File: config.mk
export PLATFORM = sky130hd
export DESIGN_NAME = spi_cfg_master
export DESIGN_NICKNAME = d
export VERILOG_FILES = /design/src/rtl/spi_cfg_master.sv
export SDC_FILE = /design/constraint.sdc
export NUM_CORES = 1
export LEC_CHECK = 0
export CORE_ASPECT_RATIO = 1.75
export CORE_MARGIN = 2
export CORE_UTILIZATION = 47
export DETAILED_ROUTE_END_ITERATION = 10
export PLACE_DENSITY = 0.76
export SLEW_MARGIN = 20
export SYNTH_ARGS = -nofsm -noshare
export SYNTH_HDL_FRONTEND = slang
export SYNTH_SLANG_ARGS = --single-unit
File: constraint.sdc
create_clock -name clk -period 2.2 [get_ports clk]
set_input_delay 0.55 -clock clk [delete_from_list [all_inputs] [get_ports clk]]
set_output_delay 0.55 -clock clk [all_outputs]
set_load 0.1 [all_outputs]
File: src/rtl/spi_cfg_master.sv
`default_nettype none
// ============================================================================
// Module   : spi_cfg_master
// Function : Round-robin arbitrated SPI write master for the PWM/output-enable
//            register file. It sends one 16-bit write frame per request,
//            MSB first, using SPI mode 0.
// Revision : 1.0 - initial release
// ============================================================================

module spi_cfg_master #(
    parameter int HALF_PERIOD = 4,
    parameter int GAP_CYCLES  = 4
) (
    input  logic       clk,
    input  logic       rst,
    input  logic       req0_valid,
    input  logic [6:0] req0_addr,
    input  logic [7:0] req0_data,
    output logic       req0_ready,
    input  logic       req1_valid,
    input  logic [6:0] req1_addr,
    input  logic [7:0] req1_data,
    output logic       req1_ready,
    output logic       nCS,
    output logic       SCLK,
    output logic       COPI,
    output logic       busy,
    output logic       done,
    output logic       done_id
);

    typedef enum logic [2:0] {
        ST_IDLE  = 3'd0,
        ST_SETUP = 3'd1,
        ST_HIGH  = 3'd2,
        ST_LOW   = 3'd3,
        ST_GAP   = 3'd4
    } state_t;

    localparam logic [7:0] c_half_load = 8'(HALF_PERIOD - 1);
    localparam logic [7:0] c_gap_load  = 8'(GAP_CYCLES - 1);
    localparam logic [4:0] c_last_bit  = 5'd16;

    state_t      r_state;
    state_t      w_state_nxt;
    logic [7:0]  r_phase_cnt;
    logic [7:0]  w_phase_cnt_nxt;
    logic [4:0]  r_bit_cnt;
    logic [4:0]  w_bit_cnt_nxt;
    logic [4:0]  w_bit_inc;
    logic [15:0] r_shift;
    logic [15:0] w_shift_nxt;
    logic        r_rr_ptr;
    logic        w_rr_ptr_nxt;
    logic        r_id;
    logic        w_id_nxt;
    logic        r_ncs;
    logic        w_ncs_nxt;
    logic        r_sclk;
    logic        w_sclk_nxt;
    logic        r_busy;
    logic        r_done;
    logic        w_done_nxt;
    logic        r_done_id;
    logic        w_done_id_nxt;

    logic        w_idle;
    logic        w_grant0;
    logic        w_grant1;
    logic        w_handshake;
    logic        w_phase_done;
    logic [15:0] w_frame;

    // r_rr_ptr names the requester preferred when both are valid.
    assign w_idle       = (r_state == ST_IDLE);
    assign w_grant0     = req0_valid & (~req1_valid | ~r_rr_ptr);
    assign w_grant1     = req1_valid & (~req0_valid |  r_rr_ptr);
    assign req0_ready   = w_idle & w_grant0;
    assign req1_ready   = w_idle & w_grant1;
    assign w_handshake  = req0_ready | req1_ready;
    assign w_phase_done = (r_phase_cnt == 8'd0);
    assign w_bit_inc    = r_bit_cnt + 5'd1;
    assign w_frame      = req1_ready ? {1'b1, req1_addr, req1_data}
                                     : {1'b1, req0_addr, req0_data};

    assign nCS     = r_ncs;
    assign SCLK    = r_sclk;
    assign COPI    = r_shift[15];
    assign busy    = r_busy;
    assign done    = r_done;
    assign done_id = r_done_id;

    always_ff @(posedge clk or posedge rst) begin
        if (rst) begin
            r_state     <= ST_IDLE;
            r_phase_cnt <= 8'd0;
            r_bit_cnt   <= 5'd0;
            r_shift     <= 16'd0;
            r_rr_ptr    <= 1'b0;
            r_id        <= 1'b0;
            r_ncs       <= 1'b1;
            r_sclk      <= 1'b0;
            r_busy      <= 1'b0;
            r_done      <= 1'b0;
            r_done_id   <= 1'b0;
        end else begin
            r_state     <= w_state_nxt;
            r_phase_cnt <= w_phase_cnt_nxt;
            r_bit_cnt   <= w_bit_cnt_nxt;
            r_shift     <= w_shift_nxt;
            r_rr_ptr    <= w_rr_ptr_nxt;
            r_id        <= w_id_nxt;
            r_ncs       <= w_ncs_nxt;
            r_sclk      <= w_sclk_nxt;
            r_busy      <= (w_state_nxt != ST_IDLE);
            r_done      <= w_done_nxt;
            r_done_id   <= w_done_id_nxt;
        end
    end

    always_comb begin
        w_state_nxt     = r_state;
        w_phase_cnt_nxt = r_phase_cnt;
        w_bit_cnt_nxt   = r_bit_cnt;
        w_shift_nxt     = r_shift;
        w_rr_ptr_nxt    = r_rr_ptr;
        w_id_nxt        = r_id;
        w_ncs_nxt       = r_ncs;
        w_sclk_nxt      = r_sclk;
        w_done_nxt      = 1'b0;
        w_done_id_nxt   = r_done_id;

        case (r_state)
            ST_IDLE: begin
                if (w_handshake) begin
                    w_state_nxt     = ST_SETUP;
                    w_shift_nxt     = w_frame;
                    w_id_nxt        = req1_ready;
                    w_rr_ptr_nxt    = req0_ready;
                    w_phase_cnt_nxt = c_half_load;
                    w_bit_cnt_nxt   = 5'd0;
                    w_ncs_nxt       = 1'b0;
                    w_sclk_nxt      = 1'b0;
                end
            end

            ST_SETUP: begin
                if (w_phase_done) begin
                    w_state_nxt     = ST_HIGH;
                    w_phase_cnt_nxt = c_half_load;
                    w_sclk_nxt      = 1'b1;
                end else begin
                    w_phase_cnt_nxt = r_phase_cnt - 8'd1;
                end
            end

            ST_HIGH: begin
                if (w_phase_done) begin
                    w_state_nxt     = ST_LOW;
                    w_phase_cnt_nxt = c_half_load;
                    w_sclk_nxt      = 1'b0;
                    w_bit_cnt_nxt   = w_bit_inc;
                    // Bit 0 is held on COPI through the final LOW phase.
                    if (w_bit_inc != c_last_bit) begin
                        w_shift_nxt = {r_shift[14:0], 1'b0};
                    end
                end else begin
                    w_phase_cnt_nxt = r_phase_cnt - 8'd1;
                end
            end

            ST_LOW: begin
                if (w_phase_done) begin
                    if (r_bit_cnt == c_last_bit) begin
                        w_state_nxt     = ST_GAP;
                        w_phase_cnt_nxt = c_gap_load;
                        w_ncs_nxt       = 1'b1;
                        w_shift_nxt     = 16'd0;
                        w_done_nxt      = 1'b1;
                        w_done_id_nxt   = r_id;
                    end else begin
                        w_state_nxt     = ST_HIGH;
                        w_phase_cnt_nxt = c_half_load;
                        w_sclk_nxt      = 1'b1;
                    end
                end else begin
                    w_phase_cnt_nxt = r_phase_cnt - 8'd1;
                end
            end

            ST_GAP: begin
                if (w_phase_done) begin
                    w_state_nxt     = ST_IDLE;
                    w_phase_cnt_nxt = 8'd0;
                end else begin
                    w_phase_cnt_nxt = r_phase_cnt - 8'd1;
                end
            end

            default: begin
                w_state_nxt     = ST_IDLE;
                w_phase_cnt_nxt = 8'd0;
                w_shift_nxt     = 16'd0;
                w_ncs_nxt       = 1'b1;
                w_sclk_nxt      = 1'b0;
            end
        endcase
    end

endmodule

`default_nettype wire
# --- Word-level counts from Yosys, hierarchy flattened ---
# Cells that the tools add are included.
classes:
  addsub: 2
  n_mux: 33
  n_reduce_logical: 13
  n_eq_ne: 13
  n_bitwise: 13
ops:
  columns: ["cell", "count"]
  rows:
  - ["$mux W16", 5]
  - ["$pmux W16 S4", 1]
  - ["$mux W8", 3]
  - ["$pmux W8 S3", 1]
  - ["$mux W3", 6]
  - ["$mux W15", 1]
  - ["$pmux W3 S5", 1]
  - ["$ne A2 B2 Y1 const B", 6]
  - ["$reduce_and A6 Y1", 2]
  - ["$mux W1", 10]
  - ["$mux W5", 2]
  - ["$pmux W5 S2", 1]
  - ["$logic_not A8 Y1", 1]
  - ["$sub A8 B1 Y8 const B", 1]
  - ["$eq A3 B2 Y1 const B", 2]
  - ["$not A1 Y1", 6]
  - ["$reduce_and A3 Y1", 2]
  - ["$reduce_or A3 Y1", 2]
  - ["$add A5 B1 Y5 const B", 1]
  - ["$eq A5 B5 Y1 const B", 1]
  - ["$ne A5 B5 Y1 const B", 1]
  - ["$pmux W1 S5", 1]
  - ["$and A1 B1 Y1", 4]
  - ["$reduce_and A4 Y1", 1]
  - ["10 further kinds", 12]
word_totals:
  wordCells: 85
  ff_bits: 39
  output_inout_bits: 8
  in_bits: 34

# --- Depth between registers and ports, before layout ---
depth:
  word_depth: 8
  ltp_mapped: 8
  depth_no_buf: 7

# --- Worst setup path before layout ---
# OpenSTA, ideal clock, no wires.
synth_timing:
  path_kind: "reg-to-output"
  startpoint: "register r_state[2]"
  endpoint: "output port req0_ready"
  arrival_ps: 3492
  slack_ps: -1842
  t_required_ps: 1650
  path_stages_with_launch: 6
  n_path_buf: 3
  path_cell_list: "dfrtp_1 -> buf_2 -> or3_1 -> clkbuf_1 -> clkbuf_1 -> a211oi_1"
synth_between:
  elab_chain_len: 2
synth_lines:
  columns: ["item", "line_no", "rtl"]
  rows:
  - ["start: declaration", "44", "state_t r_state;"]
  - ["start signal: assignment", "107", "r_state <= w_state_nxt;"]
  - ["$logic_not A3 Y1", "75", "assign w_idle = (r_state == ST_IDLE);"]
  - ["$and A1 B1 Y1", "78", "assign req0_ready = w_idle & w_grant0;"]
  - ["end: declaration", "19", "output logic req0_ready,"]
# Every way passes these cells.

# --- Worst setup path after layout ---
# Ends and elaborated chain as after synthesis.

==> metrics.csv <==
stage,metric,value,unit
run_status,status,"finished, final reports clean",
global_route,grt_pass1_vias,2171,
worst_setup_path,reg2reg_depth,6,
placed_design,place_ws,-156,ps
global_route,grt_overflow,0,
power,p_leak,1.46,nW
timing,worst_slew_pin_slew,526,ps
worst_setup_path,crit_type,reg2out,
floorplanning,fp.dieW,57.0,um
worst_setup_path,critPathMaxFanout,2,
logic_synthesis,ys_seq_area_frac,0.423,
routing,vias_per_cell,5.79,
routing,dr.pass1.iters,4,
floorplanning,rows,33,
clock_network,clockRootBuffer,clkbuf_8,
logic_synthesis,netlist.area_leader.share,0.412,
clock_network,clock_latency,290,ps
worst_setup_path,critPathLaunchType,register,
logic_synthesis,synth_commonest_cells,"dfrtp_1, o21ai_0, nand2_1",
cells_and_area,final_util,0.657,
routing,drc,0,
timing,timing.final.crit_period,2160,ps
placed_design,io_buffers,41,
power,powerDensity,474,nW/um^2
logic_synthesis,synth_area_leaders,"dfrtp_1, mux2i_1, mux2_4",
global_route,antenna_found_initial,0,
timing,fin_setup_tns,0,ps
worst_hold_path,min_path_type,reg2reg,
cells_and_area,area_growth,33.9,%
worst_setup_path,cp.arrival,1610,ps
worst_setup_path,end_kind,primary output,
floorplanning,coreArea,4710,sq um
cells_and_area,final_cell_area,3090,sq um
power,peakVddDrop,0.537,mV
logic_synthesis,yosysTopAreaCell,dfrtp_1,
worst_setup_path,required,1650,ps
timing,hold_slack,509,ps
routing,drt_iter0_drc,46,
worst_setup_path,ff2ff_setup_slack,50,ps
worst_setup_path,cp-endpoint,req0_ready,
timing,relSlewSlack,0.646,
logic_synthesis,synth_flop_cell,dfrtp_1,
timing,max_freq,463,MHz
clock_network,clock-sinks,39,
cells_and_area,diodes,0,
floorplanning,start_util,0.490,
floorplanning,dieArea,5510,sq um
routing,wl_per_cell,16.4,um
placed_design,postPlaceCellArea,2910,sq um
clock_network,clk_pin_slew,80,ps
timing,clock_skew,9.98,ps
logic_synthesis,synth_edf_count,0,
logic_synthesis,synthArstFlopShare,1.00,
logic_synthesis,yosys_warnings,0,
routing,routed_wl,5640,um
timing,timing.final.crit_share,0.982,
logic_synthesis,yosysMostFrequentCell,dfrtp_1,
cells_and_area,multi_input_area,1280,sq um
logic_synthesis,synth_area,2310,sq um
routing,vias,1999,
cells_and_area,nFillCells,371,
clock_network,htreeDepth,2,
global_route,grt_pass1_wl,9640,um
cells_and_area,drive_gt1_frac,0.256,
floorplanning,io_pins,42,
logic_synthesis,yosysUniqueCellTypes,50,
logic_synthesis,synth.net_count,272,
worst_setup_path,r2r-end,done_id,
logic_synthesis,syn_area_per_cell,9.91,sq um
worst_setup_path,cp-startpoint,r_state[2],
worst_hold_path,min_from,SCLK,
timing,hold_viol,0,
placed_design,place_congestion,0.827,
timing,finalSetupViolations,0,
logic_synthesis,synth-seq-cells,39,
run,drv_cap,0,
clock_network,numCtsBuffers,5,
logic_synthesis,synth_cells,233,
routing,ant_nets,0,
timing,maxSlewViolCount,0,
global_route,grt_usage,0.217,
cells_and_area,nNetsFinal,331,
worst_setup_path,timing.rr.start,r_phase_cnt[0],
clock_network,clock_path_buffers,2,
floorplanning,die_h,96.7,um
placed_design,hpwl,4010,um
cells_and_area,regArea,978,sq um
global_route,grt_max_degree,40,
timing,setup_slack,39.0,ps
clock_network,cts_tree,yes,
==> kinds of logic after synthesis <==
group | synth area share
and+or+nand+nor | 0.167
buffers and inverters | 0.0412
adders and majority gates | 0.0271
DFF | 0.423
AOI/OAI and AO/OA | 0.169
muxes | 0.169
xor gates and xnor gates | 0.00379
==> flip-flops by register name, summed over array words and instances (netlist names) <==
name         count
r_shift         16
busy             1
r_id             1
SCLK             1
done             1
r_state          3
r_phase_cnt      8
r_bit_cnt        5
nCS              1
r_rr_ptr         1
done_id          1
==> layer usage <==
| layer | track usage | wire length (um) |
|---|---|---|
| met1 | 0.246 | 2150 |
| met2 | 0.379 | 3090 |
| met3 | 0.0388 | 226 |
| met4 | 0.106 | 175 |
| met5 | 0 | 0 |
==> stage by stage <==
stage                     total power [W]  cells
final                             0.00146    345
after global routing              0.00152    345
after CTS                         0.00148    342
after detailed placement         0.000854    331
after global placement           0.000852    331
after floorplan                  0.000773    233
==> power by group <==
| group | internal [W] | switching [W] | total, W |
|---|---|---|---|
| Clock | 0.000367 | 0.000258 | 0.000625 |
| Combinational | 0.0000752 | 0.0000448 | 0.000120 |
| Sequential | 0.000717 | 0.000000623 | 0.000718 |
==> what timing repair did <==
item / in CTS / in global routing
resized for setup: 3 / 4
pin swaps: 2 / 4
hold buffers: 0 / 0
setup buffers: 3 / 3
endpoints found under the setup margin: 2 / 22
==> worst min path at each step <==
stage	end	slack [ps]	depth (start not counted)
final	SCLK	510	1
after global routing	r_shift[10]	530	1
after CTS	SCLK	510	1
after detailed placement	r_shift[12]	490	1
after global placement	SCLK	480	1
after floorplan	r_shift[10]	480	1
==> layout by cell type, fill, tap and decap left out, types with 2 or more instances in the layout <==
| cell | n |
|---|---|
| buf_12 | 4 |
| and2_1 | 2 |
| o21ai_0 | 29 |
| ha_1 | 5 |
| mux2_2 | 7 |
| o31ai_1 | 2 |
| nand3_1 | 6 |
| nor2b_1 | 2 |
| a21oi_1 | 9 |
| nand2_1 | 28 |
| inv_1 | 9 |
| or2_2 | 2 |
| nor2_2 | 2 |
| o22ai_1 | 2 |
| buf_4 | 27 |
| nor3_1 | 4 |
| mux2i_1 | 16 |
| clkdlybuf4s50_1 | 31 |
| nor2_1 | 12 |
| dfrtp_1 | 37 |
| clkbuf_8 | 6 |
| mux2_4 | 10 |
| and3_1 | 2 |
| or4_1 | 2 |
==> critical path, cell delays in order (launching register included) <==
cell	delay, ps
dfrtp_2	410
or3_4	410
a211oi_4	280
buf_12	220
==> final cells by class <==
| class | instances | share of cell area |
|---|---|---|
| clock inverter | 2 | 0.0113 |
| tap | 52 | 0.0211 |
| clock buffer | 6 | 0.0267 |
| multi-input combinational | 172 | 0.413 |
| sequential | 39 | 0.317 |
| timing repair buffer | 64 | 0.199 |
| inverter | 10 | 0.0121 |
Power figures use the tool's default switching activity.
